### config.mk
export PLATFORM = sky130hd
export DESIGN_NAME = hazard_unit
export DESIGN_NICKNAME = d
export VERILOG_FILES = /design/src/rtl/CPU_def.sv /design/src/rtl/md_tracker.sv /design/src/rtl/hazard_unit.sv
export SDC_FILE = /design/constraint.sdc
export NUM_CORES = 1
export LEC_CHECK = 0
export ABC_AREA = 1
export CELL_PAD_IN_SITES_DETAIL_PLACEMENT = 0
export CELL_PAD_IN_SITES_GLOBAL_PLACEMENT = 1
export CORE_MARGIN = 5
export CORE_UTILIZATION = 27
export CTS_BUF_LIST = sky130_fd_sc_hd__clkbuf_16
export DETAILED_ROUTE_END_ITERATION = 8
export PLACE_DENSITY = 0.81
export REMOVE_ABC_BUFFERS = 1
export SLEW_MARGIN = 20
export SYNTH_ARGS = -nofsm -noshare
export SYNTH_HDL_FRONTEND = slang
export SYNTH_SLANG_ARGS = --single-unit
### constraint.sdc
create_clock -name clk -period 1.9 [get_ports clk]
set_input_delay 0.38 -clock clk [delete_from_list [all_inputs] [get_ports clk]]
set_output_delay 0.38 -clock clk [all_outputs]
set_load 0.01 [all_outputs]
### src/rtl/CPU_def.sv
// Shared CPU definitions: datapath/register widths, mul/div latencies,
// forward-select encoding and the mul/div tracker state type.
package CPU_def;

  localparam int PC_BITS    = 32;
  localparam int REG_BITS   = 5;
  localparam int MUL_CYCLES = 4;
  localparam int DIV_CYCLES = 32;
  localparam int CNT_BITS   = $clog2(DIV_CYCLES);

  typedef enum logic [1:0] {
    FWD_REG = 2'b00,
    FWD_WB  = 2'b01,
    FWD_MEM = 2'b10
  } fwd_sel_e;

  typedef enum logic [1:0] {
    MD_IDLE = 2'b00,
    MD_BUSY = 2'b01,
    MD_DONE = 2'b10
  } md_state_e;

  // A producer hits a consumer only when it writes a nonzero register.
  function automatic logic reg_hit(logic [REG_BITS-1:0] dst, logic we,
                                   logic [REG_BITS-1:0] src);
    return we && (dst != '0) && (dst == src);
  endfunction

endpackage

### src/rtl/md_tracker.sv
// Multiply/divide occupancy tracker: counts down the unit latency and
// raises a one-cycle done pulse before returning to idle.
module md_tracker
  import CPU_def::*;
(
  input  logic clk,
  input  logic rst_n,
  input  logic start_i,
  input  logic div_i,
  input  logic hold_i,
  output logic busy_o,
  output logic done_o
);

  md_state_e           state_q, state_d;
  logic [CNT_BITS-1:0] cnt_q, cnt_d;
  logic                busy_q, done_q;
  logic [CNT_BITS-1:0] load_val;

  assign load_val = div_i ? CNT_BITS'(DIV_CYCLES - 1) : CNT_BITS'(MUL_CYCLES - 1);

  always_comb begin
    state_d = state_q;
    cnt_d   = cnt_q;
    unique case (state_q)
      MD_IDLE: begin
        if (start_i) begin
          state_d = MD_BUSY;
          cnt_d   = load_val;
        end
      end
      // A pipeline stall from a load/branch hazard freezes the countdown.
      MD_BUSY: begin
        if (!hold_i) begin
          if (cnt_q == '0) state_d = MD_DONE;
          else             cnt_d   = cnt_q - 1'b1;
        end
      end
      MD_DONE: begin
        if (start_i) begin
          state_d = MD_BUSY;
          cnt_d   = load_val;
        end else begin
          state_d = MD_IDLE;
        end
      end
      default: state_d = MD_IDLE;
    endcase
  end

  always_ff @(posedge clk or negedge rst_n) begin
    if (!rst_n) begin
      state_q <= MD_IDLE;
      cnt_q   <= '0;
      busy_q  <= 1'b0;
      done_q  <= 1'b0;
    end else begin
      state_q <= state_d;
      cnt_q   <= cnt_d;
      busy_q  <= (state_d != MD_IDLE);
      done_q  <= (state_d == MD_DONE);
    end
  end

  assign busy_o = busy_q;
  assign done_o = done_q;

endmodule

### src/rtl/hazard_unit.sv
// Pipeline hazard unit: operand forwarding for execute and the branch
// comparator, load/branch/mul-div stall generation.
module hazard_unit
  import CPU_def::*;
(
  input  logic                clk,
  input  logic                rst_n,
  input  logic [REG_BITS-1:0] rs_d,
  input  logic [REG_BITS-1:0] rt_d,
  input  logic [REG_BITS-1:0] rs_e,
  input  logic [REG_BITS-1:0] rt_e,
  input  logic [REG_BITS-1:0] write_reg_e,
  input  logic [REG_BITS-1:0] write_reg_m,
  input  logic [REG_BITS-1:0] write_reg_w,
  input  logic                reg_write_e,
  input  logic                reg_write_m,
  input  logic                reg_write_w,
  input  logic                mem_to_reg_e,
  input  logic                mem_to_reg_m,
  input  logic                branch_d,
  input  logic                md_use_d,
  input  logic                md_start_e,
  input  logic                md_div_e,
  output logic [1:0]          forward_a_e,
  output logic [1:0]          forward_b_e,
  output logic                forward_a_d,
  output logic                forward_b_d,
  output logic                stall_f,
  output logic                stall_d,
  output logic                flush_e,
  output logic                md_busy,
  output logic                md_done
);

  logic lw_stall, br_stall, md_stall, stall;

  // MEM is checked first so the younger result wins over WB.
  function automatic logic [1:0] ex_fwd(logic [REG_BITS-1:0] src,
                                        logic [REG_BITS-1:0] wr_m, logic we_m,
                                        logic [REG_BITS-1:0] wr_w, logic we_w);
    if (reg_hit(wr_m, we_m, src))      return FWD_MEM;
    else if (reg_hit(wr_w, we_w, src)) return FWD_WB;
    else                               return FWD_REG;
  endfunction

  assign forward_a_e = ex_fwd(rs_e, write_reg_m, reg_write_m, write_reg_w, reg_write_w);
  assign forward_b_e = ex_fwd(rt_e, write_reg_m, reg_write_m, write_reg_w, reg_write_w);
  assign forward_a_d = reg_hit(write_reg_m, reg_write_m, rs_d);
  assign forward_b_d = reg_hit(write_reg_m, reg_write_m, rt_d);

  assign lw_stall = reg_hit(write_reg_e, mem_to_reg_e, rs_d)
                  | reg_hit(write_reg_e, mem_to_reg_e, rt_d);

  assign br_stall = branch_d &
                    ( reg_hit(write_reg_e, reg_write_e,  rs_d)
                    | reg_hit(write_reg_e, reg_write_e,  rt_d)
                    | reg_hit(write_reg_m, mem_to_reg_m, rs_d)
                    | reg_hit(write_reg_m, mem_to_reg_m, rt_d));

  assign md_stall = md_use_d & md_busy;
  assign stall    = lw_stall | br_stall | md_stall;

  assign stall_f = stall;
  assign stall_d = stall;
  assign flush_e = stall;

  md_tracker u_md_tracker (
    .clk     (clk),
    .rst_n   (rst_n),
    .start_i (md_start_e),
    .div_i   (md_div_e),
    .hold_i  (lw_stall | br_stall),
    .busy_o  (md_busy),
    .done_o  (md_done)
  );

endmodule
==> results of run 1 <==
==> layer usage <==
metal / vias up / global-route usage / wire [um]
li1: 757 / - / -
met2: 45 / 0.239 / 1940
met1: 581 / 0.152 / 1680
met5: - / 0 / 0
met4: 0 / 0.0262 / 21
met3: 4 / 0.0272 / 191
==> worst max-delay path, cell delays in order <==
cell and delay [ns]:
clkdlybuf4s50_1 0.47, nand2_2 0.07, nor4_2 0.21, buf_4 0.15
nor3_1 0.03, buf_2 0.13
==> sequential cells by signal (all words and copies together), names as in the netlist <==
name,cells
u_md_tracker.cnt_q,5
u_md_tracker.state_q,2
u_md_tracker.busy_o,1
u_md_tracker.done_o,1
==> worst paths after layout <==
path                       cells after the start                  start                       to
hold / removal                                 1                  rst_n  u_md_tracker.state_q[0]
hold reg to reg                                2  u_md_tracker.cnt_q[1]    u_md_tracker.cnt_q[1]
max in group asynchronous                      1                  rst_n    u_md_tracker.cnt_q[3]
setup / recovery                               6            reg_write_m           forward_a_e[0]
setup reg to reg                               8  u_md_tracker.cnt_q[0]    u_md_tracker.cnt_q[3]
min in group clk                               2  u_md_tracker.cnt_q[1]    u_md_tracker.cnt_q[1]
==> cell usage in the layout (no fill, tap or decap), drive strengths merged <==
cell type,count
nand4,1
nor4,2
nor3,4
a21oi,2
inv,28
clkdlybuf4s50,12
nand3,17
or2,1
clkbuf,9
ha,1
xor2,9
nand2,75
dlymetal6s2s,1
clkdlybuf4s15,1
buf,35
dlygate4sd2,24
xnor2,17
o21bai,1
nor3b,2
o21ai,2
nor2,21
a22o,1
dfrtp,9
==> layout make-up <==
type	instances	area, um^2	area share
well taps	52	65.1	0.0323
clock buffers	3	75.1	0.0372
flip-flops and latches	9	225	0.112
multi-input cells	156	912	0.452
clock inverters	1	3.75	0.00186
repair buffers	79	634	0.315
inverters	27	101	0.0502
==> power by group through the flow <==
stage / Clock, mW / Sequential, mW / Combinational, mW
floorplan: 0 / 0.340 / 0.504
global placement: 0 / 0.347 / 0.806
detailed placement: 0 / 0.348 / 0.808
CTS: 0.376 / 0.348 / 0.789
global route: 0.390 / 0.359 / 0.929
finish: 0.370 / 0.349 / 0.811
==> metrics by stage <==
| step | TNS [ns] | instances |
|---|---|---|
| after floorplan | 0 | 192 |
| after global placement | -6.51 | 322 |
| after detailed placement | -6.88 | 322 |
| after CTS | -0.0322 | 326 |
| after global routing | -0.0199 | 327 |
| final | 0 | 327 |
==> logic make-up after synthesis <==
logic type | synth area share
AO/OA/AOI/OAI | 0.0316
XOR/XNOR | 0.192
adder cells (fa/ha/maj) | 0.0105
buffers and inverters | 0.115
flip-flops | 0.190
AND/OR/NAND/NOR | 0.461
==> what timing repair did <==
action,4_1_cts,5_1_grt
gates resized for setup,85,29
pin swaps,4,15
buffers inserted,0,1
hold endpoints to repair,0,0
setup endpoints to repair,9,8
==> load_flow_metrics.sql, run 1 <==
INSERT INTO impl_metrics (metric_group, metric, value, unit) VALUES
('routing', 'wl', '3840', 'um'),
('clock_tree', 'cts.reportedPaths.clkPinSlew', '0.04', 'ns'),
('worst_setup_path', 'required', '1.52', 'ns'),
('pwr', 'power.clock.fraction', '0.242', ''),
('logic_synthesis', 'post_synth.cell_area_avg', '6.02', 'um^2'),
('global_route', 'first_global_vias', '1368', ''),
('logic_synthesis', 'async_flop_share', '1.00', ''),
('timing', 'setup_slack', '0.0675', 'ns'),
('final_layout', 'stdcell_area', '0.00202', 'mm^2'),
('timing', 'drv_slew', '0', ''),
('final_layout', 'antenna_cells', '0', ''),
('worst_setup_path', 'critPathArrivalTime', '1.45', 'ns'),
('logic_synthesis', 'synth_seq_area_share', '0.190', ''),
('global_route', 'antenna_found_initial', '0', ''),
('clock_tree', 'cts.sinks', '9', ''),
('final_layout', 'layout-drive-gt1-share', '0.247', ''),
('routing', 'route.vias.total', '1387', ''),
('clock_tree', 'hold_buffers', '0', ''),
('timing', 'clock-skew-final', '0.00221', 'ns'),
('logic_synthesis', 'synth_edf_count', '0', ''),
('floorplan', 'num_io_pins', '57', ''),
('worst_setup_path', 'critPathKind', 'input pin to output port', ''),
('timing', 'relSlewSlack', '0.704', ''),
('global_route', 'grt_resource_usage_total', '0.129', ''),
('routing', 'drt_pass1_iterations', '4', ''),
('pwr', 'leakage', '1.13', 'nW'),
('clock_tree', 'tritoncts', 'built', ''),
('clock_tree', 'cts-htree-levels', '1', ''),
('placement', 'buffer_ports.inserted', '56', ''),
('pwr', 'p_seq_frac', '0.228', ''),
('logic_synthesis', 'flip_flop_cell_with_the_highest_count_after_synthesis', 'dfrtp_1', ''),
('logic_synthesis', 'post_synth_main_area_contributors', 'nand2_1, dfrtp_1, xnor2_1', ''),
('status', 'run_status', 'completed', ''),
('clock_tree', 'cts_made_buffers', '3', ''),
('timing', 'timing.final.hold_violations', '0', ''),
('logic_synthesis', 'yosys_warn_count', '0', ''),
('pwr', 'switching_power', '0.589', 'mW'),
('routing', 'post_drt_wl_per_cell', '11.7', 'um'),
('global_route', 'grt_pass1_wl', '6270', 'um'),
('logic_synthesis', 'post-synth-top-count-cell', 'nand2_1', ''),
('floorplan', 'fp.dieW', '76.3', 'um'),
('worst_setup_path', 'setup.worst_path.start_class', 'input pin', ''),
('final_layout', 'finalNetCount', '323', ''),
('placement', 'dpl_cell_area', '0.00194', 'mm^2'),
('timing', 'fmax', '546', 'MHz'),
('timing', 'timing_worst_slew_pin_value', '0.442', 'ns'),
('pwr', 'totalPowerFinal', '1.53', 'mW'),
('floorplan', 'placementRows', '24', ''),
('logic_synthesis', 'yosysTopAreaCellShare', '0.225', ''),
('flow_run', 'maxCapViolations', '0', ''),
('final_layout', 'area_growth_syn_to_layout', '70.0', '%'),
('logic_synthesis', 'post-synth-top-area-cell', 'nand2_1', ''),
('logic_synthesis', 'yosys.cell_types.count', '23', ''),
('hold_path', 'worst_hold_path_type', 'input pin to async pin', ''),
('placement', 'routabilityCongestion', '0.821', ''),
('global_route', 'global_route.overflow_total', '0', ''),
('logic_synthesis', 'post_synth_instance_area', '0.00119', 'mm^2'),
('routing', 'remaining_number_of_nets_flagged_by_the_antenna_check_after_routing', '0', ''),
('logic_synthesis', 'ffs_latches_synth', '9', ''),
('pwr', 'sw_frac', '0.385', ''),
('floorplan', 'area_of_the_die', '0.00582', 'mm^2'),
('timing', 'finalWorstPathRequiredPeriod', '1.83', 'ns'),
('floorplan', 'fp.coreArea', '0.00429', 'mm^2'),
('final_layout', 'utilization_after_layout', '0.470', ''),
('placement', 'detail_placement_hpwl', '3120', 'um'),
('clock_tree', 'root_buffer', 'clkbuf_16', ''),
('pwr', 'irDropWorstVdd', '755', 'uV'),
('worst_setup_path', 'crit_path_end_kind', 'output port', ''),
('worst_setup_path', 'critical_path.max_fanout', '3', ''),
('pwr', 'power.density', '758', 'mW/mm^2'),
('pwr', 'power_report.internal_total', '0.941', 'mW');
No activity file was read; power rests on OpenSTA's default activity.
==> inputs of run 2 (changes only) <==
--- a/config.mk
+++ b/config.mk
@@ -10,7 +10,6 @@
 export CELL_PAD_IN_SITES_GLOBAL_PLACEMENT = 1
 export CORE_MARGIN = 5
 export CORE_UTILIZATION = 27
-export CTS_BUF_LIST = sky130_fd_sc_hd__clkbuf_16
 export DETAILED_ROUTE_END_ITERATION = 8
 export PLACE_DENSITY = 0.81
 export REMOVE_ABC_BUFFERS = 1
==> run 2 against run 1 <==
Net effect: sequential cell count is the same; largest power group unchanged; register-to-register slack is essentially flat; die area is the same; critical path type unchanged.
==> load_flow_metrics.sql, run 2 (synthesis results as in run 1) <==
INSERT INTO impl_metrics (metric_group, metric, value, unit) VALUES
('status', 'run_status', 'completed', ''),
('global_route', 'global_route.overflow_total', '0', ''),
('worst_setup_path', 'worst_path_max_delay_cell', 'clkdlybuf4s50_1', ''),
('placement', 'pre_cts_slack', '-0.778', 'ns'),
('worst_setup_path', 'regToRegStartpoint', 'u_md_tracker.cnt_q[0]', ''),
('worst_setup_path', 'ff2ff_path_depth', '8', ''),
('placement', 'routabilityCongestion', '0.821', ''),
('final_layout', 'final_cell_count_no_fill', '327', ''),
('clock_tree', 'cts-htree-levels', '1', ''),
('worst_setup_path', 'path_buf_inv', '3', ''),
('worst_setup_path', 'critical_path.max_fanout', '3', ''),
('final_layout', 'top_regs', 'u_md_tracker.cnt_q x5, u_md_tracker.state_q x2', ''),
('worst_setup_path', 'cpPeakStageDelay', '0.47', 'ns'),
('global_route', 'grt_resource_usage_total', '0.127', ''),
('worst_setup_path', 'path_depth', '6', ''),
('timing', 'timing.final.hold_violations', '0', ''),
('flow_run', 'maxCapViolations', '0', ''),
('pwr', 'irDropWorstVdd', '795', 'uV'),
('final_layout', 'largest_register_ffs', '5', ''),
('global_route', 'pin_count_of_the_biggest_net_entering_global_routing', '10', ''),
('routing', 'drt_pass1_iterations', '4', ''),
('clock_tree', 'cts_made_buffers', '3', ''),
('final_layout', 'antenna_cells', '0', ''),
('hold_path', 'worst_hold_path_type', 'input pin to async pin', ''),
('worst_setup_path', 'worst_setup_path_startpoint', 'reg_write_m', ''),
('timing', 'report.final.setup_viol', '0', ''),
('routing', 'avgViaCountPerCell', '4.24', ''),
('clock_tree', 'tritoncts', 'built', ''),
('routing', 'wl', '3750', 'um'),
('floorplan', 'die_y', '76.3', 'um'),
('floorplan', 'placementRows', '24', ''),
('pwr', 'leakage', '1.11', 'nW'),
('pwr', 'power.density', '695', 'mW/mm^2'),
('clock_tree', 'cts.reportedPaths.clkPinSlew', '0.05', 'ns'),
('timing', 'finalWorstPathRequiredPeriod', '1.83', 'ns'),
('timing', 'finalCritPeriodShare', '0.964', ''),
('worst_setup_path', 'critical_path.cell_chain', 'clkdlybuf4s50_1 > nand2_2 > nor4_2 > buf_4 > nor3_1 > buf_2', ''),
('placement', 'detail_placement_hpwl', '3120', 'um'),
('global_route', 'grt_pass1_wl', '6130', 'um'),
('floorplan', 'area_of_the_die', '0.00582', 'mm^2'),
('placement', 'buffer_ports.inserted', '56', ''),
('timing', 'clock-skew-final', '0.00330', 'ns'),
('clock_tree', 'cts.sinks', '9', ''),
('timing', 'fmax', '546', 'MHz'),
('worst_setup_path', 'critPathKind', 'input pin to output port', ''),
('final_layout', 'finalNetCount', '323', ''),
('floorplan', 'fp.coreArea', '0.00429', 'mm^2'),
('global_route', 'first_global_vias', '1353', ''),
('floorplan', 'num_io_pins', '57', ''),
('timing', 'timing_worst_slew_pin_value', '0.419', 'ns'),
('worst_setup_path', 'setup.worst_path.start_class', 'input pin', ''),
('clock_tree', 'clk_latency', '0.23', 'ns'),
('timing', 'setup_slack', '0.0675', 'ns'),
('clock_tree', 'root_buffer', 'clkbuf_8', ''),
('final_layout', 'final_cell_mix', 'nand2_1, dlygate4sd2_1, inv_1, buf_4, nor2_1', ''),
('final_layout', 'registers.top_by_ff_count', 'u_md_tracker.cnt_q', ''),
('final_layout', 'layout-drive-gt1-share', '0.247', ''),
('routing', 'route.vias.total', '1387', ''),
('routing', 'post_drt_wl_per_cell', '11.5', 'um'),
('timing', 'relSlewSlack', '0.720', ''),
('floorplan', 'initial_utilization', '0.276', ''),
('worst_setup_path', 'path_delay_family', 'buffers and inverters', ''),
('final_layout', 'layout_commonest_cell', 'nand2_1', ''),
('final_layout', 'area_growth_syn_to_layout', '67.1', '%'),
('routing', 'route.detailed.drc', '0', ''),
('worst_setup_path', 'crit_path_end_kind', 'output port', ''),
('timing', 'drv_slew', '0', ''),
('worst_setup_path', 'required', '1.52', 'ns'),
('routing', 'remaining_number_of_nets_flagged_by_the_antenna_check_after_routing', '0', ''),
('placement', 'dpl.cell_count', '322', ''),
('worst_setup_path', 'critPathArrivalTime', '1.45', 'ns'),
('routing', 'drt-initial-drc-count', '56', ''),
('global_route', 'antenna_found_initial', '0', ''),
('floorplan', 'fp.dieW', '76.3', 'um'),
('clock_tree', 'ctsLongestPathBuffers', '2', '');
==> run 2: report_power, final <==
| group | internal [mW] | total, mW | leakage (nW) | switching (mW) |
|---|---|---|---|---|
| registers | 0.277 | 0.345 | 0.109 | 0.0680 |
| clock network | 0.147 | 0.226 | 0.0228 | 0.0792 |
| logic | 0.388 | 0.807 | 0.978 | 0.419 |
==> run 2: area by class of cell <==
type / instances / area [um^2]
Multi-Input combinational cell: 156 / 912
Sequential cell: 9 / 225
Clock buffer: 4 / 45.0
Tap cell: 52 / 65.1
Fill cell: 460 / 2310
Timing Repair Buffer: 79 / 633
Inverter: 27 / 101
==> run 2: timing repair <==
| item | in CTS | in global routing |
|---|---|---|
| hold buffers | 0 | 0 |
| cloned | 0 | 0 |
| gates resized for setup | 85 | 28 |
| buffers inserted | 0 | 1 |
| endpoints found under the hold margin | 0 | 0 |
| pin swaps | 4 | 15 |
| endpoints found under the setup margin | 9 | 8 |
==> run 2: path summary, 6_finish.rpt <==
check	endpoint	slack, ns
setup / recovery	forward_a_e[0]	0.07
hold / removal	u_md_tracker.cnt_q[1]	0.45
setup reg to reg	u_md_tracker.cnt_q[1]	0.33
hold reg to reg	u_md_tracker.cnt_q[1]	0.47
max in group asynchronous	u_md_tracker.done_o	1.16
min in group clk	u_md_tracker.cnt_q[1]	0.47
==> run 2: layer usage <==
metal	vias to the layer above	wire (um)	GRT usage
met1	580	1660	0.149
met5	-	0	0
met3	5	199	0.0272
met2	46	1860	0.230
met4	0	38	0.0315
li1	756	-	-
==> run 2: metrics by stage <==
step                power (mW)  hold slack [ns]  area, um^2  TNS (ns)   util
floorplan                0.844           0.0844        1150         0      -
global placement          1.15            0.457        1940     -6.51  0.452
detailed placement        1.16            0.459        1940     -6.88  0.452
CTS                       1.36            0.465        1950   -0.0322  0.454
global route              1.53            0.480        1980  -0.00734  0.462
finish                    1.38            0.448        1980         0  0.462
==> run 2: worst reg2reg max path, cell delays in order, from the launching register on <==
cell and delay, ns:
dfrtp_1 0.39, inv_1 0.08, ha_1 0.19, nand2_1 0.08, or2_1 0.26, a22o_2 0.30
nand2_4 0.12, nand2_1 0.05, nand2_1 0.05
